## src/rtl/tabuleiro_pecas.sv

```systemverilog
// tabuleiro_pecas: board store and conflict checker for the placement phase.
//
// Takes a candidate piece (player, type, origin, direction, orientation),
// walks its cells one per clock, flags a conflict if any cell leaves the
// 8x8 board or hits an occupied cell, and on commit writes the cells into
// the selected player's board while counting occupied cells per player.
//
// Optional build macro: HIDROAVIAO_L_EN -- tipo 2 becomes an L shape whose
// third cell is cell 1 shifted +1 along the other axis.
//
// Ports:
//   clk                    system clock, rising edge
//   reset                  asynchronous clear, active-low
//   limpa                  synchronous clear of boards, counters and FSM
//   verifica               start a check (OCIOSO or AGUARDA)
//   armazena               commit the last checked piece (AGUARDA)
//   jogador, tipo, X1, Y1, direcao, orientacao   candidate piece
//   rd_jogador, rd_x, rd_y read-port address
//   rd_ocupado             combinational occupancy of the addressed cell
//   conflito               result of the last check (valid while pronto)
//   pronto                 high while waiting for commit/restart
//   ocupado                high while checking or writing
//   celulas_j0, celulas_j1 occupied-cell count per player (0..64)
module tabuleiro_pecas #(
  parameter int TAM = 8
) (
  input  logic       clk,
  input  logic       reset,
  input  logic       limpa,
  input  logic       verifica,
  input  logic       armazena,
  input  logic       jogador,
  input  logic [2:0] tipo,
  input  logic [2:0] X1,
  input  logic [2:0] Y1,
  input  logic       direcao,
  input  logic       orientacao,
  input  logic       rd_jogador,
  input  logic [2:0] rd_x,
  input  logic [2:0] rd_y,
  output logic       rd_ocupado,
  output logic       conflito,
  output logic       pronto,
  output logic       ocupado,
  output logic [6:0] celulas_j0,
  output logic [6:0] celulas_j1
);

  localparam int NCEL = 2 * TAM * TAM;

  typedef enum logic [1:0] {
    OCIOSO   = 2'd0,
    VERIFICA = 2'd1,
    AGUARDA  = 2'd2,
    GRAVA    = 2'd3
  } estado_t;

  estado_t         estado;
  logic [NCEL-1:0] tabuleiro;

  // Latched piece
  logic       jog_l;
  logic [2:0] tipo_l;
  logic [2:0] x_l;
  logic [2:0] y_l;
  logic       dir_l;
  logic       ori_l;
  logic [2:0] k;

  // Cell count of a piece type; 0 marks an invalid type.
  function automatic logic [2:0] comprimento(input logic [2:0] t);
    case (t)
      3'd0:    comprimento = 3'd5;
      3'd1:    comprimento = 3'd4;
      3'd2:    comprimento = 3'd3;
      3'd3:    comprimento = 3'd2;
      3'd4:    comprimento = 3'd1;
      default: comprimento = 3'd0;
    endcase
  endfunction

  logic [2:0]        len;
  logic              ultima;
  logic signed [3:0] ks;
  logic signed [3:0] off;
  logic signed [3:0] cx;
  logic signed [3:0] cy;
  logic              fora;
  logic [6:0]        idx;
  logic              ocup_cel;

  assign len    = comprimento(tipo_l);
  assign ultima = (k == 3'(len - 3'd1));

  // Coordinates of cell k. Results live in 4-bit signed space: anything
  // below 0 or above 7 (x+4 peaks at 11) has bit 3 set, so bit 3 alone
  // flags an off-board cell with no wrap-around.
  always_comb begin
    ks  = signed'({1'b0, k});
    off = ori_l ? -ks : ks;
    cx  = signed'({1'b0, x_l});
    cy  = signed'({1'b0, y_l});
    if (!dir_l)
      cx = cx + off;
    else
      cy = cy + off;
`ifdef HIDROAVIAO_L_EN
    // L-shaped hidroaviao: third cell sits beside cell 1 on the other
    // axis, always in the increasing direction.
    if (tipo_l == 3'd2 && k == 3'd2) begin
      if (!dir_l) begin
        cx = signed'({1'b0, x_l}) + (ori_l ? -4'sd1 : 4'sd1);
        cy = signed'({1'b0, y_l}) + 4'sd1;
      end else begin
        cy = signed'({1'b0, y_l}) + (ori_l ? -4'sd1 : 4'sd1);
        cx = signed'({1'b0, x_l}) + 4'sd1;
      end
    end
`endif
    fora     = cx[3] | cy[3];
    idx      = {jog_l, cy[2:0], cx[2:0]};
    ocup_cel = tabuleiro[idx];
  end

  assign rd_ocupado = tabuleiro[{rd_jogador, rd_y, rd_x}];

  always_ff @(posedge clk or negedge reset) begin
    if (!reset) begin
      estado     <= OCIOSO;
      tabuleiro  <= '0;
      celulas_j0 <= '0;
      celulas_j1 <= '0;
      conflito   <= 1'b0;
      pronto     <= 1'b0;
      ocupado    <= 1'b0;
      jog_l      <= 1'b0;
      tipo_l     <= '0;
      x_l        <= '0;
      y_l        <= '0;
      dir_l      <= 1'b0;
      ori_l      <= 1'b0;
      k          <= '0;
    end else if (limpa) begin
      estado     <= OCIOSO;
      tabuleiro  <= '0;
      celulas_j0 <= '0;
      celulas_j1 <= '0;
      conflito   <= 1'b0;
      pronto     <= 1'b0;
      ocupado    <= 1'b0;
      k          <= '0;
    end else begin
      case (estado)
        OCIOSO: begin
          if (verifica) begin
            jog_l   <= jogador;
            tipo_l  <= tipo;
            x_l     <= X1;
            y_l     <= Y1;
            dir_l   <= direcao;
            ori_l   <= orientacao;
            k       <= '0;
            ocupado <= 1'b1;
            estado  <= VERIFICA;
          end
        end

        VERIFICA: begin
          if (len == 3'd0 || fora || ocup_cel) begin
            conflito <= 1'b1;
            pronto   <= 1'b1;
            ocupado  <= 1'b0;
            estado   <= AGUARDA;
          end else if (ultima) begin
            conflito <= 1'b0;
            pronto   <= 1'b1;
            ocupado  <= 1'b0;
            estado   <= AGUARDA;
          end else begin
            k <= k + 3'd1;
          end
        end

        AGUARDA: begin
          if (armazena) begin
            pronto <= 1'b0;
            k      <= '0;
            if (!conflito) begin
              ocupado <= 1'b1;
              estado  <= GRAVA;
            end else begin
              estado <= OCIOSO;
            end
          end else if (verifica) begin
            jog_l   <= jogador;
            tipo_l  <= tipo;
            x_l     <= X1;
            y_l     <= Y1;
            dir_l   <= direcao;
            ori_l   <= orientacao;
            k       <= '0;
            pronto  <= 1'b0;
            ocupado <= 1'b1;
            estado  <= VERIFICA;
          end
        end

        GRAVA: begin
          tabuleiro[idx] <= 1'b1;
          if (jog_l)
            celulas_j1 <= celulas_j1 + 7'd1;
          else
            celulas_j0 <= celulas_j0 + 7'd1;
          if (ultima) begin
            ocupado <= 1'b0;
            estado  <= OCIOSO;
          end else begin
            k <= k + 3'd1;
          end
        end

        default: estado <= OCIOSO;
      endcase
    end
  end

endmodule

```

## config.mk

```make
export PLATFORM = sky130hd
export DESIGN_NAME = tabuleiro_pecas
export DESIGN_NICKNAME = d
export VERILOG_FILES = /design/src/rtl/tabuleiro_pecas.sv
export SDC_FILE = /design/constraint.sdc
export NUM_CORES = 1
export LEC_CHECK = 0
export ABC_CLOCK_PERIOD_IN_PS = 4400
export BUFFER_PORTS_ARGS = -buffer_cell sky130_fd_sc_hd__buf_2
export CAP_MARGIN = 10
export CORE_AREA = 2 2 177 214
export CTS_CLUSTER_DIAMETER = 80
export DETAILED_ROUTE_END_ITERATION = 6
export DIE_AREA = 0 0 179 216
export HOLD_SLACK_MARGIN = 0.02
export SLEW_MARGIN = 20
export SYNTH_ARGS = -nofsm -noshare
export SYNTH_HDL_FRONTEND = slang
export SYNTH_SLANG_ARGS = --single-unit
```

## constraint.sdc

```tcl
create_clock -name clk -period 4.4 [get_ports clk]
set_input_delay 0.88 -clock clk [delete_from_list [all_inputs] [get_ports clk]]
set_output_delay 0.88 -clock clk [all_outputs]
set_load 0.005 [all_outputs]
```

==> flow_metrics.env, run 1 <==
export IMPL_status="finished, final reports clean"
export IMPL_core_area_sq_mm=0.0365
export IMPL_fp_row_count=77
export IMPL_peakVddDrop_mv=0.486
export IMPL_cts_tree="yes"
export IMPL_syn_area_per_cell_sq_um=10.4
export IMPL_mappedNetlistArea_sq_mm=0.00902
export IMPL_gp_congestion=0.842
export IMPL_relSlewSlack=0.395
export IMPL_drtPass1Iterations=5
export IMPL_die_y_um=216
export IMPL_place_ws_ns=0.206
export IMPL_clock_sinks=162
export IMPL_rsz0062_at_grt="false"
export IMPL_instances_no_fill=1397
export IMPL_setup_tns_ns=0
export IMPL_cp_top_family="multiplexers"
export IMPL_cp_end_kind="primary output"
export IMPL_synth_nets=901
export IMPL_clock_latency_ns=0.44
export IMPL_clk_pin_slew_ns=0.08
export IMPL_power_density_mw_per_mm2=603
export IMPL_numCtsBuffers=17
export IMPL_ys_top_cells_by_area="dfrtp_1 (45%), mux4_2 (11%), a21oi_1 (7.3%), nor2_1 (7.2%), mux2i_1 (6.7%)"
export IMPL_start_util=0.247
export IMPL_drtAntennaViolNets=0
export IMPL_power_mw=6.37
export IMPL_hold_buffers=0
export IMPL_timing_hold_ws_ns=0.391
export IMPL_yosysTopAreaCell="dfrtp_1"
export IMPL_synth_yosys_seq_area_share=0.450
export IMPL_wire_per_inst_um=19.1
export IMPL_final_net_count=946
export IMPL_r2r_cells=16
export IMPL_timing_rr_start="k[1]"
export IMPL_synth_top_area_share=0.450
export IMPL_period_share=0.951
export IMPL_maxCapViolCount=0
export IMPL_drive_above_1_share=0.211
export IMPL_crit_chain="buf_2 -> buf_4 -> mux4_2 -> mux4_2 -> mux4_2 -> mux2_2 -> buf_2"
export IMPL_grt_max_degree=104
export IMPL_io_buffer_count=41
export IMPL_pin_count=42
export IMPL_critical_path_class="in -> out"
export IMPL_worst_path_buf_inv=3
export IMPL_async_flop_share=1.00
export IMPL_grt_pass1_wl_um=41900
export IMPL_regToRegSetupSlack_ns=0.30
export IMPL_ys_warnings_count=0
export IMPL_tightestPinTransition_ns=0.908
export IMPL_die_w_um=179
export IMPL_hold_viol_final=0
export IMPL_ys_flop_type="dfrtp_1"
export IMPL_intPower_mw=3.51
export IMPL_fp_dieArea_sq_mm=0.0387
export IMPL_min_path_type="in -> async"
export IMPL_areaGrowthSynthToFinish_pct=17.1
export IMPL_critPathMaxFanout=18
export IMPL_first_iter_violations=907
export IMPL_yosys_cell_types_count=64
export IMPL_drc=0
export IMPL_pwr_share_seq=0.286
export IMPL_max_freq_mhz=239
export IMPL_crit_top_cell="mux4_2"
export IMPL_switching_share=0.449
export IMPL_syn_inst=864
export IMPL_cts_root_buffer="clkbuf_16"
export IMPL_r2r_end="k[2]"
export IMPL_cp_arrival_ns=3.30
export IMPL_antenna_found_initial=2
export IMPL_num_fill_cells=3760
export IMPL_ys_ff_latch=162
export IMPL_dp_cells=1362
export IMPL_grt_ovfl_total=0
export IMPL_p_sw_mw=2.86
export IMPL_grt_pass1_vias=7218
export IMPL_place_hpwl_um=17300
export IMPL_vias=7266
export IMPL_clkPwrFrac=0.239
export IMPL_track_usage=0.139
export IMPL_fin_ws_ns=0.217
export IMPL_setup_viol=0
export IMPL_fin_crit_ns=4.18
export IMPL_crit_required_ns=3.52
export IMPL_comb_power_share=0.475
export IMPL_clock_skew_ns=0.0143
export IMPL_p_leak_nw=4.61
export IMPL_synth_edf_count=0
export IMPL_post_drt_via_cell_ratio=5.20
export IMPL_cpMaxStageDelayCell="mux4_2"
export IMPL_critical_path_startpoint_type="input pin"
export IMPL_maxSlewViolCount=0
export IMPL_finalWirelength_um=26700
export IMPL_slowest_delay_ns=0.54
export IMPL_cts_path_max_buffers=2
export IMPL_htreeDepth=4
## how the worst max path moves through the flow
stage	start	end	cells past startpoint
global route	k[1]	k[2]	16
detailed placement	rd_x[1]	rd_ocupado	7
floorplan	rd_x[1]	rd_ocupado	7
finish	rd_x[1]	rd_ocupado	7
CTS	k[1]	k[2]	14
global placement	rd_x[1]	rd_ocupado	7
## stage by stage
step | utilization | cell area (sq um)
2_1_floorplan | - | 9020
3_3_place_gp | 0.271 | 9900
3_5_place_dp | 0.271 | 9900
4_1_cts | 0.288 | 10500
5_1_grt | 0.289 | 10600
6_report | 0.289 | 10600
## Yosys cell counts, types with 3 or more instances
| master | instances |
|---|---|
| nor2b_1 | 5 |
| o32ai_1 | 3 |
| a211oi_1 | 3 |
| o21ai_0 | 12 |
| o21ai_1 | 5 |
| nor3_2 | 3 |
| mux2_2 | 15 |
| inv_1 | 15 |
| a31oi_1 | 7 |
| mux4_2 | 46 |
| xor2_1 | 8 |
| nor3b_1 | 3 |
| dfrtp_1 | 162 |
| o22ai_1 | 29 |
| xnor2_1 | 9 |
| nor2_1 | 174 |
| buf_6 | 7 |
| buf_4 | 5 |
| nand2_1 | 24 |
| o21bai_1 | 6 |
| buf_2 | 10 |
| mux2i_1 | 60 |
| and4_1 | 3 |
| buf_1 | 3 |
| a21o_1 | 3 |
| ha_1 | 11 |
| nand3_1 | 16 |
| nor3_1 | 7 |
| a22oi_1 | 3 |
| clkbuf_1 | 33 |
| a21oi_1 | 131 |
| nand4_1 | 3 |
## power by group through the flow
stage / sequential, mW / combinational (mW) / clock [mW]
final: 1.82 / 3.02 / 1.52
after global routing: 1.85 / 3.19 / 1.62
after CTS: 1.81 / 2.91 / 1.56
after detailed placement: 1.84 / 2.89 / 0
after global placement: 1.84 / 2.87 / 0
after floorplan: 1.72 / 2.03 / 0
## routing by layer
metal,vias up,wire [um],GRT usage
li1,3237,-,-
met1,3688,11700,0.189
met2,294,12700,0.216
met3,45,1610,0.0292
met4,2,660,0.0545
met5,-,13,0
## final cells by class
cell class	count	area, sq um	area share
Clock buffer	17	425	0.0403
Multi-Input combinational cell	629	4640	0.440
Clock inverter	15	184	0.0174
Inverter	16	60.1	0.00569
Timing Repair Buffer	83	592	0.0561
Tap cell	474	593	0.0562
Antenna cell	1	2.50	0.000237
Sequential cell	162	4050	0.384
## cell usage in the layout, fill, tap and decap left out, types with 6 or more instances in the layout
| cell type | n |
|---|---|
| xor2_1 | 8 |
| nand3_1 | 16 |
| buf_2 | 39 |
| mux4_2 | 46 |
| a31oi_1 | 7 |
| a21oi_1 | 131 |
| clkbuf_16 | 17 |
| nor2_1 | 174 |
| mux2i_1 | 60 |
| buf_4 | 38 |
| o21ai_0 | 12 |
| inv_1 | 15 |
| mux2_2 | 15 |
| dfrtp_1 | 162 |
| ha_1 | 11 |
| nor3_1 | 7 |
| nand2_1 | 24 |
| o22ai_1 | 29 |
| xnor2_1 | 9 |
| o21bai_1 | 6 |
| clkinv_8 | 6 |
## logic make-up (layout without fill, tap and decap cells)
logic type	after synthesis	count (layout)	synth area share
other	0	1	0
adders and majority gates	13	13	0.0197
AOI/OAI and AO/OA	222	223	0.148
muxes	122	122	0.202
xor gates and xnor gates	18	18	0.0183
buffers and inverters	74	131	0.0401
and+or+nand+nor	253	253	0.123
DFF	162	162	0.450
## repair_timing
item | in CTS | in global routing
setup endpoints to repair | 0 | 7
resized for setup | 0 | 3
buffers inserted | 0 | 1
## sequential cells by signal (all words and copies together) (netlist names), 2 cells and up
name / count
y_l: 3
celulas_j1: 7
celulas_j0: 7
estado: 2
x_l: 3
tipo_l: 3
tabuleiro: 128
k: 3
No activity file was read; power rests on OpenSTA's default activity.
==> run 2: changes to the inputs <==
--- a/config.mk
+++ b/config.mk
@@ -8,11 +8,15 @@
 export ABC_CLOCK_PERIOD_IN_PS = 4400
 export BUFFER_PORTS_ARGS = -buffer_cell sky130_fd_sc_hd__buf_2
 export CAP_MARGIN = 10
+export CELL_PAD_IN_SITES_DETAIL_PLACEMENT = 1
+export CELL_PAD_IN_SITES_GLOBAL_PLACEMENT = 2
 export CORE_AREA = 2 2 177 214
 export CTS_CLUSTER_DIAMETER = 80
 export DETAILED_ROUTE_END_ITERATION = 6
 export DIE_AREA = 0 0 179 216
 export HOLD_SLACK_MARGIN = 0.02
+export PLACE_DENSITY_LB_ADDON = 0.1
+export SKIP_LAST_GASP = 1
 export SLEW_MARGIN = 20
 export SYNTH_ARGS = -nofsm -noshare
 export SYNTH_HDL_FRONTEND = slang
==> constraint.sdc (replaced) <==
create_clock -name clk -period 4.4 [get_ports clk]
set_input_delay 0.44 -clock clk [delete_from_list [all_inputs] [get_ports clk]]
set_output_delay 0.44 -clock clk [all_outputs]
set_load 0.005 [all_outputs]
==> flow_metrics.env, run 2 (synthesized netlist as in run 1, its figures left out) <==
export IMPL_fin_crit_ns=4.13
export IMPL_rsz0062_at_grt="false"
export IMPL_use_met2=0.303
export IMPL_reg_top3="tabuleiro: 128 flops, celulas_j0: 7 flops, celulas_j1: 7 flops"
export IMPL_maxCapViolCount=0
export IMPL_place_hpwl_um=21800
export IMPL_slowest_delay_ns=0.59
export IMPL_core_area_sq_mm=0.0365
export IMPL_dp_cells=1360
export IMPL_peakVddDrop_mv=0.406
export IMPL_use_met3=0.0282
export IMPL_grt_ovfl_total=0
export IMPL_clk_pin_slew_ns=0.07
export IMPL_cp_top_family="compound AO/OA/AOI/OAI gates"
export IMPL_power_density_mw_per_mm2=615
export IMPL_cpMaxStageDelayCell="fa_1"
export IMPL_diodes=0
export IMPL_clock_skew_ns=0.0114
export IMPL_cp_arrival_ns=4.48
export IMPL_drc=0
export IMPL_power_mw=6.47
export IMPL_crit_chain="inv_1 -> ha_1 -> nand2_1 -> o21ai_0 -> inv_1 -> fa_1 -> nor2b_2 -> a22oi_2 -> buf_6 -> o22ai_1 -> o21ai_0 -> and4_1 -> o22a_1 -> nand3_2 -> a21o_1 -> o41ai_2"
export IMPL_grt_busiest_layer="met2"
export IMPL_status="finished, final reports clean"
export IMPL_cts_root_buffer="clkbuf_16"
export IMPL_finalWirelength_um=32600
export IMPL_tightestPinTransition_ns=0.967
export IMPL_instances_no_fill=1393
export IMPL_hold_viol_final=0
export IMPL_largest_reg_flops=128
export IMPL_relSlewSlack=0.355
export IMPL_critical_path_startpoint_type="flip-flop"
export IMPL_regMostFlops="tabuleiro"
export IMPL_io_buffer_count=41
export IMPL_drive_above_1_share=0.209
export IMPL_drtAntennaViolNets=0
export IMPL_areaGrowthSynthToFinish_pct=16.5
export IMPL_min_path_type="in -> async"
export IMPL_multiInputGateArea_sq_mm=0.00463
export IMPL_first_iter_violations=345
export IMPL_cp_end_kind="flip-flop"
export IMPL_pin_count=42
export IMPL_hold_buffers=0
export IMPL_max_freq_mhz=242
export IMPL_crit_required_ns=4.75
export IMPL_wire_per_inst_um=23.4
export IMPL_grt_pass1_vias=7901
export IMPL_regArea_sq_mm=0.00405
export IMPL_grt_max_degree=85
export IMPL_num_fill_cells=4092
export IMPL_final_net_count=943
export IMPL_numCtsBuffers=17
export IMPL_worst_path_buf_inv=3
export IMPL_critical_path_class="reg -> reg"
export IMPL_p_leak_nw=4.58
export IMPL_clock_latency_ns=0.46
export IMPL_cp_startpoint="k[0]"
export IMPL_period_share=0.938
export IMPL_drtPass1Iterations=6
export IMPL_cts_tree="yes"
export IMPL_dpl_cell_area_sq_mm=0.00989
export IMPL_htreeDepth=4
export IMPL_critPathMaxFanout=14
export IMPL_die_w_um=179
export IMPL_vias=7211
export IMPL_antenna_found_initial=0
export IMPL_post_drt_via_cell_ratio=5.18
export IMPL_setup_viol=0
export IMPL_most_common_layout_cells="nor2_1 (174), dfrtp_1 (162), a21oi_1 (131)"
export IMPL_start_util=0.247
export IMPL_clock_sinks=162
export IMPL_gp_congestion=0.744
export IMPL_final_common_cell="nor2_1"
export IMPL_track_usage=0.176
export IMPL_timing_rr_start="k[0]"
export IMPL_fp_dieArea_sq_mm=0.0387
export IMPL_cts_path_max_buffers=2
export IMPL_post_route_util=0.288
export IMPL_met1_usage=0.221
export IMPL_die_y_um=216
export IMPL_maxSlewViolCount=0
export IMPL_setup_tns_ns=0
export IMPL_fin_area_sq_mm=0.0105
export IMPL_grt_pass1_wl_um=50000
export IMPL_fp_row_count=77
==> run 2: layout make-up <==
cell class	count	area share
clock inverter	11	0.00988
inverter	16	0.00572
sequential	162	0.386
timing repair buffer	81	0.0564
clock buffer	21	0.0448
tap	474	0.0564
multi-input combinational	628	0.441
==> run 2: final timing paths <==
kind / endpoint / slack (ns) / cells past startpoint
max in group asynchronous: tabuleiro[49] / 3.25 / 2
worst max-delay path: k[2] / 0.27 / 16
min in group clk: y_l[2] / 0.21 / 2
worst min-delay path: tipo_l[2] / 0.005 / 1
worst min register to register: tipo_l[0] / 0.52 / 1
worst max register to register: k[2] / 0.27 / 16
==> run 2: timing repair <==
action | CTS | global route
setup buffers | 0 | 1
resized for setup | 0 | 5
endpoints found under the setup margin | 0 | 7
==> run 2: layer usage <==
| metal | up-vias | part of all wire |
|---|---|---|
| met5 | - | 0 |
| met4 | 0 | 0.022 |
| met3 | 31 | 0.029 |
| met2 | 134 | 0.51 |
| met1 | 3826 | 0.43 |
| li1 | 3220 | - |
==> run 2: worst register-to-register path, delay by kind of cell (launching register included) <==
family,cells,cell delay (ns)
AO/OA/AOI/OAI,7,1.58
adder cells (fa/ha/maj),2,0.90
buffers and inverters,3,0.47
flip-flops,1,0.35
AND/OR/NAND/NOR,4,0.72
==> run 2: power breakdown <==
part	switching, mW	internal (mW)
Sequential	0.182	1.61
Combinational	2.06	1.13
Clock	0.658	0.825
Total	2.90	3.56
==> run 2: stage by stage <==
step	hold WS (ns)	setup WS [ns]
global placement	0.494	0.277
finish	0.00548	0.275
global route	0.0691	0.00637
detailed placement	0.506	0.0862
floorplan	0.144	0.675
CTS	0.0496	0.0552
==> run 3: changes to the inputs <==
--- a/config.mk
+++ b/config.mk
@@ -14,8 +14,11 @@
 export CTS_CLUSTER_DIAMETER = 80
 export DETAILED_ROUTE_END_ITERATION = 6
 export DIE_AREA = 0 0 179 216
+export GPL_ROUTABILITY_DRIVEN = 0
 export HOLD_SLACK_MARGIN = 0.02
+export MAX_ROUTING_LAYER = met4
 export PLACE_DENSITY_LB_ADDON = 0.1
+export RECOVER_POWER = 100
 export SKIP_LAST_GASP = 1
 export SLEW_MARGIN = 20
 export SYNTH_ARGS = -nofsm -noshare
==> flow_metrics.env, run 3 (synthesized netlist as in run 1, its figures left out) <==
export IMPL_critical_path_class="reg -> reg"
export IMPL_p_leak_nw=4.44
export IMPL_critPathMaxFanout=17
export IMPL_diodes=0
export IMPL_final_common_cell="nor2_1"
export IMPL_drc=0
export IMPL_worst_path_buf_inv=3
export IMPL_drive_above_1_share=0.175
export IMPL_worstHoldPathCells=2
export IMPL_place_ws_ns=0.0862
export IMPL_grt_max_degree=85
export IMPL_drtPass1Iterations=6
export IMPL_crit_chain="inv_1 -> ha_1 -> nand2_1 -> o21ai_0 -> inv_1 -> fa_1 -> nor2b_2 -> a22oi_1 -> buf_12 -> o22ai_1 -> o21ai_0 -> and4_1 -> o22a_1 -> nand3_2 -> a21o_1 -> o41ai_2"
export IMPL_switching_share=0.452
export IMPL_maxCapViolCount=1
export IMPL_largest_reg_flops=128
export IMPL_grt_ovfl_total=0
export IMPL_wire_per_inst_um=23.4
export IMPL_met1_usage=0.220
export IMPL_regMostFlops="tabuleiro"
export IMPL_slowest_delay_ns=0.59
export IMPL_critical_path_startpoint_type="flip-flop"
export IMPL_comb_power_share=0.485
export IMPL_clock_skew_ns=0.0197
export IMPL_period_share=0.939
export IMPL_violations="capacitance limit, slew limit"
export IMPL_grt_pass1_wl_um=50000
export IMPL_maxSlewViolCount=80
export IMPL_regArea_sq_mm=0.00405
export IMPL_reg_top3="tabuleiro: 128 flops, celulas_j0: 7 flops, celulas_j1: 7 flops"
export IMPL_areaGrowthSynthToFinish_pct=15.3
export IMPL_dp_cells=1360
export IMPL_most_common_layout_cells="nor2_1 (174), dfrtp_1 (162), a21oi_1 (131)"
export IMPL_vias=7196
export IMPL_rsz0062_at_grt="false"
export IMPL_clk_pin_slew_ns=0.07
export IMPL_cp_end_kind="flip-flop"
export IMPL_setup_tns_ns=0
export IMPL_fp_row_count=77
export IMPL_fin_ws_ns=0.266
export IMPL_use_met2=0.304
export IMPL_whs_endpoint="y_l[2]"
export IMPL_hold_viol_final=0
export IMPL_regToRegSetupSlack_ns=0.27
export IMPL_hold_buffers=0
export IMPL_r2r_cells=16
export IMPL_instances_no_fill=1393
export IMPL_peakVddDrop_mv=0.405
export IMPL_die_w_um=179
export IMPL_setup_viol=0
export IMPL_htreeDepth=4
export IMPL_clkPwrFrac=0.233
export IMPL_cts_tree="yes"
export IMPL_max_freq_mhz=242
export IMPL_cts_root_buffer="clkbuf_16"
export IMPL_power_mw=6.36
export IMPL_post_drt_via_cell_ratio=5.17
export IMPL_fp_dieArea_sq_mm=0.0387
export IMPL_num_fill_cells=4102
export IMPL_multiInputGateArea_sq_mm=0.00460
export IMPL_timing_rr_start="k[0]"
export IMPL_status="finished, violations left"
export IMPL_core_area_sq_mm=0.0365
export IMPL_antenna_found_initial=0
export IMPL_place_hpwl_um=21800
export IMPL_finalWirelength_um=32500
export IMPL_tightestPinTransition_ns=2.20
export IMPL_clock_latency_ns=0.47
export IMPL_pin_count=42
export IMPL_die_y_um=216
export IMPL_use_met3=0.0319
export IMPL_cp_top_family="compound AO/OA/AOI/OAI gates"
export IMPL_numCtsBuffers=17
export IMPL_r2r_end="k[2]"
export IMPL_intPower_mw=3.49
export IMPL_grt_pass1_vias=7894
export IMPL_path_depth=16
export IMPL_clock_sinks=162
export IMPL_hold_path_startpoint="Y1[2]"
export IMPL_grt_busiest_layer="met2"
export IMPL_cp_arrival_ns=4.48
export IMPL_min_path_type="in -> reg"
export IMPL_drtAntennaViolNets=0
export IMPL_pwr_share_seq=0.282
export IMPL_io_buffer_count=41
export IMPL_track_usage=0.182
export IMPL_first_iter_violations=340
export IMPL_cts_path_max_buffers=2
export IMPL_power_density_mw_per_mm2=612
export IMPL_relSlewSlack=-0.468
export IMPL_cpMaxStageDelayCell="fa_1"
export IMPL_final_net_count=943
export IMPL_p_sw_mw=2.87
export IMPL_timing_hold_ws_ns=0.215
export IMPL_fin_crit_ns=4.13
export IMPL_start_util=0.247
export IMPL_crit_required_ns=4.75
## run 3: final cells by class
class / instances / area share
clock buffers: 21 / 0.0453
clock inverters: 11 / 0.00999
inverters: 16 / 0.00578
multi-input cells: 628 / 0.443
flip-flops and latches: 162 / 0.390
well taps: 474 / 0.0571
repair buffers: 81 / 0.0491
## run 3: per-layer routing
metal	wire, um	vias up
li1	-	3214
met1	14000	3814
met2	16800	135
met3	1040	33
met4	671	0
met5	0	-
## run 3: what timing repair did
item / 4_1_cts / 5_1_grt
buffers inserted: 0 / 1
endpoints found under the setup margin: 0 / 7
resized for setup: 0 / 5
## run 3: worst reg2reg max path, cell delays in order, from the launching register on
cell	delay (ns)
dfrtp_1	0.35
inv_1	0.08
ha_1	0.31
nand2_1	0.06
o21ai_0	0.19
inv_1	0.18
fa_1	0.59
nor2b_2	0.24
a22oi_1	0.25
buf_12	0.22
o22ai_1	0.12
o21ai_0	0.23
and4_1	0.22
o22a_1	0.22
nand3_2	0.19
a21o_1	0.30
o41ai_2	0.29
## run 3: worst max-delay path by stage
stage | to | slack [ns] | from
3_5_place_dp | k[2] | 0.09 | k[0]
4_1_cts | k[2] | 0.06 | k[0]
6_report | k[2] | 0.27 | k[0]
2_1_floorplan | k[2] | 0.67 | k[0]
5_1_grt | k[2] | 0.01 | k[0]
3_3_place_gp | k[2] | 0.28 | k[0]
## run 3: stage by stage
stage          instance area, sq um  utilization
6_report                      10400        0.285
5_1_grt                       10400        0.285
4_1_cts                       10500        0.286
3_5_place_dp                   9890        0.271
3_3_place_gp                   9890        0.271
2_1_floorplan                  9020            -
## run 3: power by group through the flow
stage | clock network, mW | logic, mW | registers [mW]
floorplan | 0 | 2.03 | 1.72
CTS | 1.54 | 3.16 | 1.79
global route | 1.59 | 3.31 | 1.82
finish | 1.48 | 3.08 | 1.79
global placement | 0 | 3.12 | 1.81
detailed placement | 0 | 3.14 | 1.82
